## config.mk

```make
export PLATFORM = sky130hd
export DESIGN_NAME = fifo_wr_arbiter
export DESIGN_NICKNAME = d
export VERILOG_FILES = /design/src/rtl/fifo_wr_arbiter.sv
export SDC_FILE = /design/constraint.sdc
export NUM_CORES = 1
export LEC_CHECK = 0
export CAP_MARGIN = 40
export CORE_UTILIZATION = 47
export CTS_BUF_LIST = sky130_fd_sc_hd__clkbuf_4
export DETAILED_ROUTE_END_ITERATION = 10
export PLACE_DENSITY = 0.85
export SKIP_LAST_GASP = 1
export SYNTH_ARGS = -nofsm -noshare
export SYNTH_HDL_FRONTEND = slang
export SYNTH_SLANG_ARGS = --single-unit
```

## constraint.sdc

```tcl
create_clock -name wclk -period 5.9 [get_ports wclk]
set_input_delay 1.18 -clock wclk [delete_from_list [all_inputs] [get_ports wclk]]
set_output_delay 1.18 -clock wclk [all_outputs]
set_load 0.01 [all_outputs]
```

## src/rtl/fifo_wr_arbiter.sv

```systemverilog
`timescale 1ns/1ps
// fifo_wr_arbiter: round-robin burst arbiter feeding requesters into a FIFO write port
module fifo_wr_arbiter #(
    parameter int DSIZE    = 8,
    parameter int NREQ     = 4,
    parameter int MAXBURST = 4,
    localparam int GW      = $clog2(NREQ)
) (
    input  logic                  wclk,
    input  logic                  wrst,
    input  logic [NREQ-1:0]       req_valid,
    input  logic [NREQ*DSIZE-1:0] req_data,
    output logic [NREQ-1:0]       req_ready,
    input  logic                  wfull,
    output logic                  winc,
    output logic [DSIZE-1:0]      wdata,
    output logic                  active,
    output logic [GW-1:0]         gnt_id,
    output logic [15:0]           wr_count
);
    typedef enum logic {IDLE, BURST} state_t;
    state_t state;
    logic [GW-1:0] rr_ptr, sel, next_ptr;
    logic [4:0] beat_cnt;
    logic [2*NREQ-1:0] rv2;
    logic found, xfer, gnt_valid;
    logic [DSIZE-1:0] gnt_data;
    always_comb begin
        rv2 = {req_valid, req_valid} >> rr_ptr;
        found = 1'b0;
        sel = rr_ptr;
        for (int i = NREQ - 1; i >= 0; i--) begin
            if (rv2[i]) begin
                found = 1'b1;
                sel = GW'((int'(rr_ptr) + i) % NREQ);
            end
        end
    end
    always_comb begin
        gnt_data = '0;
        for (int i = 0; i < NREQ; i++)
            if (GW'(i) == gnt_id) gnt_data = req_data[i*DSIZE +: DSIZE];
    end
    assign gnt_valid = req_valid[gnt_id];
    // reset forces the strobes low even if the registered state is still BURST
    assign xfer      = state == BURST && gnt_valid && !wfull && !wrst;
    assign winc      = xfer;
    assign wdata     = xfer ? gnt_data : '0;
    assign req_ready = xfer ? NREQ'(1) << gnt_id : '0;
    assign active    = state == BURST && !wrst;
    assign next_ptr  = gnt_id == GW'(NREQ - 1) ? '0 : gnt_id + 1'b1;
    always_ff @(posedge wclk) begin
        if (wrst) begin
            state    <= IDLE;
            rr_ptr   <= '0;
            gnt_id   <= '0;
            beat_cnt <= '0;
            wr_count <= '0;
        end else begin
            if (xfer && wr_count != 16'hFFFF) wr_count <= wr_count + 1'b1;
            if (state == IDLE) begin
                if (found) begin
                    gnt_id   <= sel;
                    beat_cnt <= '0;
                    state    <= BURST;
                end
            end else if (!gnt_valid) begin
                state  <= IDLE;
                rr_ptr <= next_ptr;
            end else if (xfer) begin
                beat_cnt <= beat_cnt + 1'b1;
                if (beat_cnt == 5'(MAXBURST - 1)) begin
                    state  <= IDLE;
                    rr_ptr <= next_ptr;
                end
            end
        end
    end
endmodule

```

==> run metrics <==
status=complete, no violations; Remaining DRCs=0; CTS H-tree lvls=1; area of the mapped netlist=1683 sq um; Die ar.=3824 sq um; post-synthesis net count=258; Internal=254.0 uW; area grow syn2layout=44.31%; flops & latches, synth=26; setup tns final=0 ps; n_diodes=0; wirelength, routed=4.724 mm; Synth Warn #=0; Worst setup EP type=primary output; Max-slew headroom=55.46%; Synth area leader=dfxtp_1; first-pass GRT wire length=between 7 and 8 mm; post-route insts no fill=about 320; Die Ht=61.84 um; Net count, final=324; Post-CTS Resized=0; Crit path top cell by count=clkdlybuf4s50_1; Hold Vio Cnt, Final=0; period utilization=between 70 and 80%; Max Cap Viol=0; CTS Sinks=26; Worst EP required=4720 ps; slowest stage cell, crit path=mux4_2; count of input and output buffers=70; Slew Viols, Final=0; starting density of the core=49.65%; crit start category=primary input; GRT Overall Usage=25.79%; share of layout cells above drive strength 1=4.317%; GP Congestion=0.8634; Leak Pwr=0.8972 nW; Final HPWL DP=3.647 mm; switching share of total power=between 20 and 30%; Synth Flop Type=dfxtp_1; Final Total Pwr=around 350 uW; Post-CTS Setup Repair Bufs=0; Syn Inst Count=between 200 and 250; unrepaired setup endpoints after global routing=false; drt initial violations=105; Avg Cell Area, Syn=7.901 sq um; ys async rst share=0%; cells along the critical path=clkdlybuf4s50_1, mux4_2, nand2_4, inv_1, clkdlybuf4s50_1; Clk pwr share=21.6%; CTS Buf Count=3; Post-synth EDFFs=0; top-count cell post-synth=dfxtp_1; CTS Buffer Depth=2; Root Buffer=clkbuf_4; CTS tree=yes; Unique masters post-synth=45; sequential share of the synthesized area=a little under a third; Post-Place Cell Area=2402 sq um; wire per inst=14.58 um; largest net degree at the start of global routing=24; Reg power frac=52.5%; synth top area cells=dfxtp_1, a21oi_1, nor2_1, a221oi_1, ha_1; Buf/Inv on CP=3; I/O pins=71; fin crit period=roughly 4300 ps; share of the synthesized area in the top cell type=30.93%; Max IR drop VDD=0.0001304 V; PwrDens=144.0 nW/um^2; DR vias=1830; initial antenna violation count=0; kind of cell adding the most delay to the critical path=buffers and inverters; Comb pwr share=26.0%; # setup viols final=0; grt ovf=0; slowest stage delay, CP=590 ps; CTS clk-pin slew, worst paths=140 ps; Fmax achieved=approximately 230 MHz; Design Area, Final=2429 sq um; number of iterations in the first detailed-routing pass=5; count of standard-cell rows=21; cts hold-fix bufs=0; antenna-violating nets left=0; vias in the first global route=1647; Commonest cells post-synth=dfxtp_1, nor2_1, a21oi_1; Net Switching=95.74 uW; worst slew pin tran=662.0 ps; Hold WC Path Type=flop to flop; Clk Latency, worst-skew pair=320 ps; Arr. time, crit path=3100 ps; vias per cell=5.648; core area=3390 sq um; Placed Cells incl. Taps=320; clk_skew=8.725 ps; Worst Path Max Fanout=13; Die X-Extent=roughly 62 um; critical setup path kind=primary input to primary output
-- logic make-up after synthesis --
kind of cell / share of synthesized area (%)
buffers and inverters: 4.981
DFF: 30.93
and+or+nand+nor: 31.52
xor gates and xnor gates: 3.123
adders and majority gates: 4.461
muxes: 4.535
AOI/OAI and AO/OA: 20.45
-- metal layers --
layer  part of all wire, %  vias up  track usage, %  wire [um]
li1                      -      914               -          -
met1                    44      849           31.31       2102
met2                    49       58           46.39       2322
met3                   4.8        9           4.969        226
met4                   1.5        0           6.984         73
met5                     0        -               0          0
-- layout make-up --
| cell class | instances | area [sq um] |
|---|---|---|
| timing repair buffer | 71 | 708.2 |
| inverter | 10 | 37.54 |
| sequential | 26 | 520.5 |
| multi-input combinational | 167 | 1079 |
| tap | 46 | 57.56 |
| clock buffer | 3 | 22.52 |
| clock inverter | 1 | 3.754 |
| fill | 279 | 960.9 |
-- cell usage in the layout, fill, tap and decap left out, drive strengths merged, types with 2 or more instances in the layout --
master,instances
nor3b,2
nand2,14
dfxtp,26
clkdlybuf4s50,70
or3,5
nor3,11
nand3b,2
inv,10
clkbuf,3
a21oi,21
o21ai,2
mux2i,2
nand2b,3
mux2,3
nor2b,12
and3,6
xor2,3
nand3,9
nor2,22
nor4,6
o21a,3
nand4,4
o31a,3
o41ai,2
xnor2,3
ha,6
and2,2
a221oi,9
-- sequential cells by signal (all words and copies together), names as in the netlist --
signal,flops
wr_count,16
beat_cnt,5
gnt_id,2
rr_ptr,2
state,1
-- worst paths after layout --
path	endpoint	startpoint	depth (start not counted)	slack (ps)
setup / recovery	winc	req_valid[1]	5	1620
hold / removal	rr_ptr[0]$_SDFFE_PP0P_	rr_ptr[0]$_SDFFE_PP0P_	2	520
setup reg to reg	wr_count[11]$_SDFFE_PP0P_	wr_count[10]$_SDFFE_PP0P_	5	3690
hold reg to reg	rr_ptr[0]$_SDFFE_PP0P_	rr_ptr[0]$_SDFFE_PP0P_	2	520
-- stage by stage --
| step | util [%] | setup slack (ps) | hold WS (ps) |
|---|---|---|---|
| after floorplan | - | 2643 | 453.0 |
| after global placement | 70.87 | 1686 | 474.3 |
| after detailed placement | 70.87 | 1643 | 496.0 |
| after CTS | 71.65 | 1638 | 514.5 |
| after global routing | 71.65 | 1517 | 540.8 |
| final | 71.65 | 1624 | 516.9 |
-- worst reg2reg max path, stage by stage (launching register included) --
cell and delay, ps:
dfxtp_1 440, nand3_1 200, nor4_1 640, a21o_1 470, nor4_1 100, mux2_2 280
-- power by group through the flow --
stage	registers, mW	logic, mW	clock network [mW]
floorplan	0.187	0.0477	0
global placement	0.187	0.0894	0
detailed placement	0.187	0.0902	0
CTS	0.183	0.0907	0.0767
finish	0.183	0.0909	0.0754
global route	0.184	0.101	0.0847
Note: power is estimated with default switching activity, not from simulation.
